==> src/rtl/led_seq_pkg.sv <==
// led_seq_pkg
// Shared types and default sizing for the LED pattern sequencer.
//   state_t : sequencer FSM states
//   step_t  : one pattern-table entry at the default sizing
package led_seq_pkg;

   localparam int NUM_LEDS_DEF = 4;
   localparam int DEPTH_DEF    = 8;
   localparam int CNT_W_DEF    = 16;

   typedef enum logic [1:0] {
      IDLE = 2'd0,
      RUN  = 2'd1,
      DONE = 2'd2
   } state_t;

   typedef struct packed {
      logic [NUM_LEDS_DEF-1:0] pattern;
      logic [CNT_W_DEF-1:0]    duration;
   } step_t;

endpackage

==> src/rtl/led_step_timer.sv <==
// led_step_timer
// Per-step up-counter. Counts while enabled, flags expiry when the count
// reaches the step duration and clears itself on that same edge.
// Ports:
//   clk        : clock
//   arst_n     : async active-low reset
//   i_en       : count enable (sequencer running); low holds the count at 0
//   i_duration : step length minus one
//   o_expire   : high in the last cycle of the current step
module led_step_timer #(
   parameter int CNT_W = 16
) (
   input  logic             clk,
   input  logic             arst_n,
   input  logic             i_en,
   input  logic [CNT_W-1:0] i_duration,
   output logic             o_expire
);

   logic [CNT_W-1:0] r_count;
   logic             w_expire;

   assign w_expire = i_en && (r_count == i_duration);
   assign o_expire = w_expire;

   // Clearing whenever disabled guarantees a fresh run starts at 0 even
   // if the previous run was aborted mid-step.
   always_ff @(posedge clk or negedge arst_n) begin
      if (!arst_n)
         r_count <= '0;
      else if (!i_en || w_expire)
         r_count <= '0;
      else
         r_count <= r_count + 1'b1;
   end

endmodule

==> src/rtl/led_sequencer.sv <==
// led_sequencer
// Plays a programmable table of LED patterns, each held for a programmable
// number of cycles, for a set number of passes or forever.
// Ports:
//   clk, arst_n             : clock, async active-low reset
//   cfg_valid/cfg_ready     : table-write handshake (ready only in IDLE)
//   cfg_addr/pattern/duration : table entry to write
//   num_steps, repeat_cnt   : last step index and pass count (0 = forever)
//   start, stop             : launch / abort pulses
//   leds, busy, done        : registered LED drive, running flag, completion pulse
//
// state | meaning
// IDLE  | LEDs off, table writable, waiting for start
// RUN   | stepping through the table
// DONE  | one-cycle completion pulse, LEDs off
module led_sequencer
   import led_seq_pkg::*;
#(
   parameter int NUM_LEDS = NUM_LEDS_DEF,
   parameter int DEPTH    = DEPTH_DEF,
   parameter int CNT_W    = CNT_W_DEF
) (
   input  logic                     clk,
   input  logic                     arst_n,
   input  logic                     cfg_valid,
   output logic                     cfg_ready,
   input  logic [$clog2(DEPTH)-1:0] cfg_addr,
   input  logic [NUM_LEDS-1:0]      cfg_pattern,
   input  logic [CNT_W-1:0]         cfg_duration,
   input  logic [$clog2(DEPTH)-1:0] num_steps,
   input  logic [7:0]               repeat_cnt,
   input  logic                     start,
   input  logic                     stop,
   output logic [NUM_LEDS-1:0]      leds,
   output logic                     busy,
   output logic                     done
);

   localparam int ADDR_W = $clog2(DEPTH);

   typedef struct packed {
      logic [NUM_LEDS-1:0] pattern;
      logic [CNT_W-1:0]    duration;
   } entry_t;

   entry_t              r_table [DEPTH];
   state_t              r_state;
   logic [ADDR_W-1:0]   r_step;
   logic [ADDR_W-1:0]   r_num;
   logic [7:0]          r_rep;
   logic [7:0]          r_pass;
   logic [NUM_LEDS-1:0] r_leds;
   logic                r_busy;
   logic                r_done;
   logic                r_ready;
   logic                w_cfg_we;
   logic                w_expire;
   logic [ADDR_W-1:0]   w_next_step;

   assign w_cfg_we    = cfg_valid && r_ready;
   assign w_next_step = r_step + 1'b1;

   assign cfg_ready = r_ready;
   assign leds      = r_leds;
   assign busy      = r_busy;
   assign done      = r_done;

   always_ff @(posedge clk or negedge arst_n) begin
      if (!arst_n) begin
         for (int i = 0; i < DEPTH; i++)
            r_table[i] <= '0;
      end else if (w_cfg_we) begin
         r_table[cfg_addr] <= '{pattern: cfg_pattern, duration: cfg_duration};
      end
   end

   led_step_timer #(.CNT_W(CNT_W)) u_timer (
      .clk        (clk),
      .arst_n     (arst_n),
      .i_en       (r_state == RUN),
      .i_duration (r_table[r_step].duration),
      .o_expire   (w_expire)
   );

   always_ff @(posedge clk or negedge arst_n) begin
      if (!arst_n) begin
         r_state <= IDLE;
         r_step  <= '0;
         r_num   <= '0;
         r_rep   <= '0;
         r_pass  <= '0;
         r_leds  <= '0;
         r_busy  <= 1'b0;
         r_done  <= 1'b0;
         r_ready <= 1'b1;
      end else begin
         r_done <= 1'b0;
         case (r_state)
            IDLE: begin
               if (start && !stop) begin
                  r_state <= RUN;
                  r_step  <= '0;
                  r_pass  <= '0;
                  r_num   <= num_steps;
                  r_rep   <= repeat_cnt;
                  r_leds  <= r_table[0].pattern;
                  r_busy  <= 1'b1;
                  r_ready <= 1'b0;
               end
            end
            RUN: begin
               // stop wins over a simultaneous final expiry: no done pulse
               if (stop) begin
                  r_state <= IDLE;
                  r_step  <= '0;
                  r_leds  <= '0;
                  r_busy  <= 1'b0;
                  r_ready <= 1'b1;
               end else if (w_expire) begin
                  if (r_step == r_num) begin
                     if (r_rep != 8'd0 && r_pass == r_rep - 8'd1) begin
                        r_state <= DONE;
                        r_step  <= '0;
                        r_leds  <= '0;
                        r_busy  <= 1'b0;
                        r_done  <= 1'b1;
                     end else begin
                        r_step <= '0;
                        r_pass <= r_pass + 8'd1;
                        r_leds <= r_table[0].pattern;
                     end
                  end else begin
                     r_step <= w_next_step;
                     r_leds <= r_table[w_next_step].pattern;
                  end
               end
            end
            DONE: begin
               r_state <= IDLE;
               r_ready <= 1'b1;
            end
            default: begin
               r_state <= IDLE;
               r_leds  <= '0;
               r_busy  <= 1'b0;
               r_ready <= 1'b1;
            end
         endcase
      end
   end

endmodule
==> config.mk <==
export PLATFORM = sky130hd
export DESIGN_NAME = led_sequencer
export DESIGN_NICKNAME = d
export VERILOG_FILES = /design/src/rtl/led_seq_pkg.sv /design/src/rtl/led_step_timer.sv /design/src/rtl/led_sequencer.sv
export SDC_FILE = /design/constraint.sdc
export NUM_CORES = 1
export LEC_CHECK = 0
export ABC_AREA = 1
export ABC_CLOCK_PERIOD_IN_PS = 3600
export CAP_MARGIN = 20
export CORE_MARGIN = 5
export CORE_UTILIZATION = 66
export CTS_CLUSTER_SIZE = 10
export DETAILED_ROUTE_END_ITERATION = 7
export PLACE_DENSITY_LB_ADDON = 0.3
export RECOVER_POWER = 25
export SLEW_MARGIN = 5
export SYNTH_ARGS = -nofsm -noshare
export SYNTH_HDL_FRONTEND = slang
export SYNTH_SLANG_ARGS = --single-unit
==> constraint.sdc <==
create_clock -name clk -period 3.6 [get_ports clk]
set_input_delay 0.54 -clock clk [delete_from_list [all_inputs] [get_ports clk]]
set_output_delay 0.54 -clock clk [all_outputs]
set_load 0.03 [all_outputs]
## Word level (Yosys, flattened, before mapping)

Index checks and enable logic that the tools add are counted.

- Output and inout bits: 7
- Register bits: 207
- Logic and storage cells: 117
- Input bits: 39

- Add/subtract/negate cells: 4
- Order comparisons: 4
- Bitwise gates (word level): 4
- Equality and inequality tests: 14
- Reduce and logical (&&, ||, !) cells: 18
- Mux-type cells: 47

Operators with widths:

| operator | count |
|---|---|
| $bwmux W160 | 1 |
| $bmux W20 S3 | 2 |
| $demux W20 S3 | 1 |
| $mux W20 | 3 |
| $mux W16 | 3 |
| $mux W8 | 5 |
| $mux W4 | 5 |
| $add A16 B1 Y16 const B | 1 |
| $eq A16 B16 Y1 | 1 |
| $pmux W8 S2 | 1 |
| $ge A4 B4 Y1 const B | 3 |
| $mux W1 | 12 |
| $mux W3 | 4 |
| $ne A2 B2 Y1 const B | 6 |
| $not A3 Y4 | 3 |
| $pmux W4 S3 | 1 |
| $mux W2 | 5 |
| $ne A3 B3 Y1 const B | 3 |
| $add A8 B1 Y8 const B | 1 |
| $eq A8 B8 Y1 | 1 |
| $reduce_bool A8 Y1 | 1 |
| $sub A8 B1 Y8 const B | 1 |
| $pmux W3 S2 | 1 |
| $reduce_and A3 Y1 | 2 |
| 18 further kinds | 24 |

## Depth between registers and ports, before layout

Gate-level depths: netlist (run 1).

- Depth in word-level cells: 9
- Gate-level depth with buffers: 18

## By module

Synthesis (run 1) repeated with hierarchy kept, for this count alone.

- Cells, all modules: 1248
- Area total of the unflattened synthesis: 10010.9 um2

By module, submodules not included:

| module | cells each | instances | area an instance (um2) |
|---|---|---|---|
| led_sequencer | 1069 | 1 | 8839.7 |
| led_step_timer | 179 | 1 | 1171.1 |

## Worst setup path before layout (run 1)

Ideal clock, no wire load.

- Path kind: register to register
- Start point: reg r_rep[0]
- End point: reg r_pass[0]
- Clock period less this slack: 1.925 ns
- Data arrival time: 1.859 ns
- Cell stages (with the launch flop): 14
- Library setup time: 0.065 ns
- Buffers on the path: 0
- Data required time: 3.535 ns
- Setup slack: 1.675 ns
- Path through: dfrtp_1 > inv_1 > ha_1 > xnor2_1 > nor2_1 > nand3_1 > nor2_1 > nand3_1 > or2_2 > nand4_1 > nand2_2 > nand2_2 > nand2_1 > nand2_1

- Cells in the longest elaborated chain, start to end: 5
- Elaborated cells on any way between the ends: 6

Ends and longest elaborated chain:

| element | RTL line | RTL |
|---|---|---|
| start: declaration | led_sequencer.sv:50 | `logic [7:0] r_rep;` |
| start signal: assignment | led_sequencer.sv:105 | `r_rep <= repeat_cnt;` |
| $sub A8 B1 Y8 | led_sequencer.sv:121 | `if (r_rep != 8'd0 && r_pass == r_rep - 8'd1) begin` |
| $eq A8 B8 Y1 | led_sequencer.sv:121 |  |
| $logic_and A1 B1 Y1 * | led_sequencer.sv:121 |  |
| $ne A2 B2 Y1 (no line) * | n/a |  |
| $reduce_and A6 Y1 (no line) * | n/a |  |
| end signal: assignment | led_sequencer.sv:129 | `r_pass <= r_pass + 8'd1;` |
| end: declaration | led_sequencer.sv:51 | `logic [7:0] r_pass;` |

Mark *: on every way between the ends. The rest lies on a longest branch, timed or not.
A chain may end at the register's enable or synchronous reset.

## Worst setup path after layout (run 1)

- Start point: reg r_step[0]
- End point: reg r_pass[1]

- Cells in the longest elaborated chain, start to end: 8
- Elaborated cells on any way between the ends: 10

Ends and longest elaborated chain:

| element | RTL line | RTL |
|---|---|---|
| start: declaration | led_sequencer.sv:48 | `logic [ADDR_W-1:0] r_step;` |
| start signal: assignment | led_sequencer.sv:133 | `r_step <= w_next_step;` |
| $not A3 Y4 (implied by the code) | led_sequencer.sv:81 | `.i_duration (r_table[r_step].duration),` |
| $bmux W20 S3 | led_sequencer.sv:81 |  |
| $mux W16 (implied by the code) (2 in a row) | led_sequencer.sv:81 |  |
| $eq A16 B16 Y1 | led_step_timer.sv:23 | `assign w_expire = i_en && (r_count == i_duration);` |
| $logic_and A1 B1 Y1 | led_step_timer.sv:23 |  |
| $ne A2 B2 Y1 (no line) | n/a |  |
| $reduce_and A6 Y1 (no line) * | n/a |  |

Mark *: on every way between the ends. The rest lies on a longest branch, timed or not. The select of a mux whose other input is x is not followed.

==> results of run 1 <==
## cell families after synthesis
logic type | after synthesis | share of synthesized area, %
AND/OR/NAND/NOR | 719 | 29.1
AO/OA/AOI/OAI | 198 | 9.94
XOR/XNOR | 17 | 1.45
adder cells (fa/ha/maj) | 4 | 0.488
flip-flops | 207 | 50.5
multiplexers | 3 | 0.330
buffers and inverters | 201 | 8.12
## worst max-delay path, delay by kind of cell, from the launching register on
kind	cells	cell delay (ns)
simple gates	15	1.69
buf+inv	2	0.49
flops	1	0.43
## path summary, 6_finish.rpt
kind | slack, ns | to | cells past startpoint
setup / recovery | 0.85 | r_pass[1] | 17
hold / removal | 0.48 | leds[1] | 2
max in group asynchronous | 1.22 | r_step[0] | 1
min in group asynchronous | 0.75 | r_table[146] | 1
setup reg to reg | 0.85 | r_pass[1] | 17
hold reg to reg | 0.48 | leds[1] | 2
## cells in the final DEF (no fill, tap or decap), types with 2 or more instances in the layout
cell	n
a21oi_1	18
a31oi_1	2
buf_12	2
buf_4	14
clkbuf_1	12
clkbuf_16	25
clkdlybuf4s50_1	44
dfrtp_1	205
ha_1	4
inv_1	131
inv_2	2
mux2_2	3
nand2_1	478
nand2_2	3
nand3_1	135
nand3b_1	4
nand4_1	5
nor2_1	65
nor2_2	2
nor3_1	11
nor3b_1	7
nor4_1	2
o211ai_1	4
o21ai_0	169
o311ai_0	4
or2_2	3
xnor2_1	9
xor2_1	8
## sequential cells by signal, indices dropped and copies added (netlist names)
name             flops
r_table            160
u_timer.r_count     16
r_pass               8
r_rep                8
leds                 4
r_num                3
r_step               3
r_state              2
busy                 1
cfg_ready            1
done                 1
## per-stage QoR
stage                     area (um2)  utilization (%)  setup WS [ns]  hold slack, ns
after global routing           11400             75.1          0.626           0.498
after floorplan                10200                -           1.68           0.244
after detailed placement       10800             70.8          0.978           0.466
after CTS                      11400             75.2          0.865           0.134
after global placement         10800             70.8           1.12           0.457
final                          11400             75.1          0.853           0.477
## power by group through the flow
stage               Sequential [mW]  Clock (mW)  Combinational [mW]
global placement               3.27           0                1.60
CTS                            3.27        2.16                1.72
detailed placement             3.29           0                1.68
finish                         3.28        2.14                1.72
global route                   3.35        2.27                1.99
floorplan                      3.24           0                1.25
## area by class of cell
| cell class | count | area, um2 |
|---|---|---|
| sequential | 207 | 5180 |
| multi-input combinational | 941 | 4240 |
| fill | 1134 | 3780 |
| clock buffer | 37 | 671 |
| timing repair buffer | 61 | 591 |
| inverter | 134 | 503 |
| tap | 188 | 235 |
## routing by layer
| layer | part of all wire [%] | global-route usage (%) |
|---|---|---|
| met1 | 43 | 40.1 |
| met2 | 47 | 48.4 |
| met3 | 7.2 | 4.88 |
| met4 | 2.7 | 9.05 |
| met5 | 0 | 0 |
==> metrics.md, run 1 <==
| Metric | Value |
|---|---|
| Crit-path cells | inv_2, buf_4, nand2_1, nand2_1, nand2_1, nand3_1, nand2_1, nand2_1, nand2_1, nor2_1, nand2_1, nor2_2, nand2_2, nand2_4, nand2_2, nand2_1, nand2_1 |
| Period utilisation layout | roughly three quarters |
| Global-route wire length before repair | roughly 44 mm |
| Placement Rows | 45 |
| Final nets | 1412 |
| Fin. max-slew vios | between 90 and 100 |
| Ys async rst share | 100% |
| Yosys warning count | 0 |
| Average wire per standard cell | around 16 um |
| Register area share after synthesis | around half |
| Starting density of the core | between 60% and 70% |
| Final Skew | ~0.011 ns |
| DIE HEIGHT | 135 um |
| Crit path launch | r_step[0] |
| Area leader, netlist | dfrtp_1 |
| Largest net degree at the start of global routing | between 90 and 100 |
| Hold crit path type | register to register |
| Die Area | roughly 18000 um2 |
| Status | finished with violations |
| Pre-antenna DRT Iters | 6 |
| CP Max Fanout | between 40 and 50 |
| Least-Margin Pin Slew | 2.44 ns |
| Antenna fix cells | 0 |
| Placed cells | 1531 |
| Setup repair bufs after CTS | 0 |
| Pwr dens | about 630 nW/um2 |
| Layout cells sized above 1 | under 10% |
| Register share of total power | between 40% and 50% |
| Max-slew headroom | -62.6% |
| RSZ-0062 raised after global routing | no |
| Leakage | 5.70 nW |
| Max-Cap Viols | 1 |
| VDD IR max | between 0.0004 and 0.0005 V |
| Failing checks | max-capacitance violations, max-slew violations |
| DP HPWL | 15.3 mm |
| Max incr delay on CP | between 0.4 and 0.5 ns |
| Crit path launch type | register |
| Setup TNS | 0 ns |
| TritonCTS Buffers | 24 |
| Clk sinks | a little over 200 |
| Via count | 9095 |
| PortBufs | 45 |
| Pint | 4.85 mW |
| Hold Crit Start | leds[1] |
| Post-synthesis cell type count | 34 |
| CTS tree | built |
| Iter 0 DRT Violations | 1045 |
| Syn Nets | 1392 |
| Remaining Overflow, GRT | 0 |
| Sw power | roughly 2.3 mW |
| Fin. Hold Viols | 0 |
| Synthesized area per cell | about 7.6 um2 |
| Seq cells post-synth | 207 |
| WP data required | 4.00 ns |
| Die width | approximately 130 um |
| Skew-Pair Late Insertion Delay | a little over 0.5 ns |
| Synth area leaders | dfrtp_1 50%, nand2_1 18%, o21ai_0 8.3% |
| Synthesized area | a little over 10000 um2 |
| GP Congestion | about 0.88 |
| PostCTS Resize Cnt | 0 |
| Root Buffer | clkbuf_16 |
| Core Footprint | ~15000 um2 |
| Initial antenna violation count | 0 |
| Drt via density | a little under 6 |
| Fmax | between 0.3 and 0.4 GHz |
| Layout area overhead | 11.4% |
| Clock transition at path regs | approximately 0.06 ns |
| Number of global-route vias before repair | 8850 |
| Synth cell count leaders | 478 x nand2_1, 206 x dfrtp_1, 169 x o21ai_0, 135 x nand3_1, 131 x inv_1 |
| Crit-path slowest cell | dfrtp_2 |
| Final setup vio count | 0 |
| Top-count cell post-synth | nand2_1 |
| Element type at the critical path end | register |
| Total track usage | approximately 29% |
| Remaining DRCs | 0 |
| Final std cells w/o fill | between 1500 and 2000 |
| # H-tree levels | 1 |
| Clk pwr share | 30.0% |
| Cell mode on critical path | nand2_1 |
| Routed wire length | ~26 mm |
| Switch share | approximately 32% |
| CTS max path bufs | 3 |
| Syn Inst Count | 1349 |
| Gate power share | about a quarter |
| Worst Path Arrival | about 3.1 ns |
| Min Tclk post-route | 2.75 ns |
| Total I/O pin count | between 40 and 50 |
| Hold buffer count at CTS | 0 |
| Post-DRT Antenna Nets | 0 |
| Yosys top cell area share | 50.3% |
| Beginning of the worst register-to-register path | r_step[0] |
| Setup CP Type | register to register |
| Total power | 7.14 mW |
| Number of synthesized flops with an enable pin | 0 |
| Prevailing post-synth register cell | dfrtp_1 |
(Power assumes the default switching activity.)
==> inputs of run 2 (changes only) <==
--- a/config.mk
+++ b/config.mk
@@ -6,10 +6,10 @@
 export NUM_CORES = 1
 export LEC_CHECK = 0
 export ABC_AREA = 1
-export ABC_CLOCK_PERIOD_IN_PS = 3600
+export ABC_CLOCK_PERIOD_IN_PS = 2200
 export CAP_MARGIN = 20
 export CORE_MARGIN = 5
-export CORE_UTILIZATION = 66
+export CORE_UTILIZATION = 55
 export CTS_CLUSTER_SIZE = 10
 export DETAILED_ROUTE_END_ITERATION = 7
 export PLACE_DENSITY_LB_ADDON = 0.3
==> constraint.sdc (replaced) <==
create_clock -name clk -period 2.2 [get_ports clk]
set_input_delay 0.33 -clock clk [delete_from_list [all_inputs] [get_ports clk]]
set_output_delay 0.33 -clock clk [all_outputs]
set_load 0.03 [all_outputs]
==> run 2 against run 1 <==
The run ends with negative setup slack left; wire length rose by 2.5%; highest routed layer unchanged; fmax rose by 20%; register-to-register slack got worse by 0.95 ns; combinational power rose by 80%; largest cell class unchanged; die area rose by 18%; critical path depth fell by 1; non-clock buffer count rose by 35; design area rose by 6.1%; clock power rose by 71%.
==> metrics.md, run 2 (synthesized netlist as in run 1, its figures left out) <==
| Metric | Value |
|---|---|
| Max incr delay on CP | 0.51 ns (was 0.43 ns) |
| Skew-Pair Late Insertion Delay | 0.53 ns (was 0.51 ns) |
| Crit-path slowest cell | dfrtp_2 (unchanged) |
| Pre-CTS WS | -0.0261 ns (was 0.978 ns) |
| WP data required | 2.66 ns (was 4.00 ns) |
| Placement Rows | 50 (was 45) |
| Final Skew | 0.0141 ns (was 0.0112 ns) |
| Initial antenna violation count | 0 (unchanged) |
| Final Util | 65.4% (was 75.1%) |
| Starting density of the core | 55.4% (was 67.4%) |
| Filler instances | 1550 (was 1134) |
| Hold crit path type | input pin to register (was register to register) |
| Met1 Use GR | 32.1% (was 40.1%) |
| GP Congestion | 0.863 (was 0.881) |
| Worst Path Arrival | 2.76 ns (was 3.14 ns) |
| Slack of the critical path | -0.0978 ns (was 0.853 ns) |
| Biggest regs | r_table: 160 flops, u_timer.r_count: 16 flops (unchanged) |
| Fin. Hold Viols | 0 (unchanged) |
| Buf+Inv Stages, Crit Path | 3 (was 2) |
| Leakage | 6.02 nW (was 5.70 nW) |
| Met2 global-route usage | 40.5% (was 48.4%) |
| PortBufs | 45 (unchanged) |
| Via count | 9075 (was 9095) |
| Setup CP Type | register to register (unchanged) |
| CTS tree | built (unchanged) |
| Root Buffer | clkbuf_16 (unchanged) |
| Sw power | 3.89 mW (was 2.29 mW) |
| Remaining Overflow, GRT | 0 (unchanged) |
| Core Footprint | 18500 um2 (was 15200 um2) |
| Max-slew headroom | 26.4% (was -62.6%) |
| Worst path top cell family by delay | simple AND/OR/NAND/NOR gates (unchanged) |
| Layout area overhead | 18.2% (was 11.4%) |
| Final std cells w/o fill | 1652 (was 1568) |
| Element type at the critical path end | register (unchanged) |
| Die Area | 21500 um2 (was 18100 um2) |
| Clock transition at path regs | 0.06 ns (about the same) |
| Final nets | 1448 (was 1412) |
| Period utilisation layout | 104% (was 76.3%) |
| Iter 0 DRT Violations | 784 (was 1045) |
| Pint | 8.23 mW (was 4.85 mW) |
| Number of global-route vias before repair | 8492 (was 8850) |
| Post-DRT Antenna Nets | 0 (unchanged) |
| Average wire per standard cell | 15.9 um (was 16.4 um) |
| Register share of total power | 44.4% (was 45.9%) |
| Drt via density | 5.49 (was 5.80) |
| DIE HEIGHT | 147 um (was 135 um) |
| # H-tree levels | 1 (unchanged) |
| Fmax | 0.435 GHz (was 0.364 GHz) |
| DP HPWL | 15.8 mm (was 15.3 mm) |
| Fin Hold WS | 0.385 ns (was 0.477 ns) |
| Max-Cap Viols | 0 (was 1) |
| Switch share | 32.1% (about the same) |
| Total track usage | 24.0% (was 29.3%) |
| Crit path launch type | register (unchanged) |
| Layout cells sized above 1 | 7.97% (was 4.35%) |
| Largest net degree at the start of global routing | 68 (was 96) |
| Top reg by flops | r_table (unchanged) |
| Pre-antenna DRT Iters | 5 (was 6) |
| Placed cells | 1600 (was 1531) |
| Met3 usage | 3.32% (was 4.88%) |
| Global-route wire length before repair | 42.5 mm (was 43.5 mm) |
| CTS max path bufs | 3 (unchanged) |
| Crit-path cells | buf_4, clkbuf_16, nand2_1, nand3_1, nand3_1, nand2_1, nand2_1, nand2_1, nor2_2, nand2_2, nor2_4, nand2_4, nand2_8, buf_6, nand3_1, nand2_1 (was inv_2, buf_4, nand2_1, nand2_1, nand2_1, nand3_1, nand2_1, nand2_1, nand2_1, nor2_1, nand2_1, nor2_2, nand2_2, nand2_4, nand2_2, nand2_1, nand2_1) |
| Min Tclk post-route | 2.30 ns (was 2.75 ns) |
| Pwr dens | 1000 nW/um2 (was 626 nW/um2) |
| Remaining DRCs | 0 (unchanged) |
| CP Max Fanout | 10 (was 49) |
| Clk pwr share | 30.1% (was 30.0%) |
| VDD IR max | 0.000732 V (was 0.000433 V) |
| Layer with the highest usage | met2 (unchanged) |
| TritonCTS Buffers | 25 (was 24) |
| Clk sinks | 207 (unchanged) |
| Die width | 147 um (was 135 um) |
| Status | finished with violations (unchanged) |
| RSZ-0062 raised after global routing | yes (was no) |
| Failing checks | negative setup slack (was max-capacitance violations, max-slew violations) |
| Routed wire length | 26.3 mm (was 25.6 mm) |
| Largest register FFs | 160 (unchanged) |
| Commonest non-fill, non-tap cell in the layout | nand2_1 (unchanged) |
| Total I/O pin count | 46 (unchanged) |
| Cell mode on critical path | nand2_1 (unchanged) |
| Commonest cells after routing, fill and taps aside | 475 x nand2_1, 205 x dfrtp_1, 169 x o21ai_0 (was 478 x nand2_1, 205 x dfrtp_1, 169 x o21ai_0) |
| Gate power share | 25.5% (was 24.0%) |
| Antenna fix cells | 0 (unchanged) |
| Least-Margin Pin Slew | 1.10 ns (was 2.44 ns) |
| Final setup vio count | 32 (was 0) |
| Fin. max-slew vios | 0 (was 95) |
-- run 2: power groups by stage --
| stage | sequential [mW] | clock [mW] | combinational (mW) |
|---|---|---|---|
| final | 5.38 | 3.65 | 3.09 |
| after CTS | 5.35 | 3.72 | 2.96 |
| after global placement | 5.38 | 0 | 2.74 |
| after detailed placement | 5.39 | 0 | 2.84 |
| after global routing | 5.48 | 3.88 | 3.53 |
| after floorplan | 5.31 | 0 | 2.05 |
-- run 2: cell type report --
| type | instances | area (um2) | share of cell area (%) |
|---|---|---|---|
| sequential | 207 | 5180 | 42.8 |
| inverter | 134 | 512 | 4.22 |
| timing repair buffer | 96 | 1070 | 8.87 |
| clock inverter | 2 | 27.5 | 0.227 |
| clock buffer | 38 | 684 | 5.65 |
| multi-input combinational | 941 | 4340 | 35.8 |
| tap | 234 | 293 | 2.42 |
-- run 2: worst register-to-register path, stage by stage, from the launching register on --
cell	delay [ns]
dfrtp_2	0.51
buf_4	0.20
clkbuf_16	0.17
nand2_1	0.07
nand3_1	0.09
nand3_1	0.13
nand2_1	0.07
nand2_1	0.06
nand2_1	0.06
nor2_2	0.11
nand2_2	0.08
nor2_4	0.18
nand2_4	0.11
nand2_8	0.11
buf_6	0.12
nand3_1	0.08
nand2_1	0.09
-- run 2: worst paths after layout --
kind	start	depth (start not counted)	slack, ns	endpoint
max	r_step[0]	16	-0.1	r_pass[7]
min	repeat_cnt[1]	3	0.38	r_rep[1]
max reg2reg	r_step[0]	16	-0.1	r_pass[7]
min reg2reg	leds[2]	2	0.48	leds[2]
max in group asynchronous	arst_n	3	0.28	r_step[0]
min in group asynchronous	arst_n	2	0.56	r_table[102]
-- run 2: metrics by stage --
| step | TNS [ns] | cell area (um2) | power (mW) |
|---|---|---|---|
| floorplan | 0 | 10200 | 7.36 |
| CTS | 0 | 11900 | 12.0 |
| global route | -8.82 | 12100 | 12.9 |
| global placement | -0.0202 | 11100 | 8.12 |
| detailed placement | -0.109 | 11100 | 8.23 |
| finish | -2.13 | 12100 | 12.1 |
-- run 2: repair_timing --
item                                    in CTS  in global routing
endpoints found under the hold margin       37                  0
setup buffers                                1                  4
hold buffers                                 1                  0
endpoints found under the setup margin      15                 35
gates resized for setup                     12                 24
pin swaps                                    0                  7
gates cloned                                 2                  4
-- run 2: metal layers --
metal	wire length [um]	vias to the layer above
met2	13000	276
met3	1390	61
met1	11100	4340
li1	-	4398
met4	814	0
met5	0	-
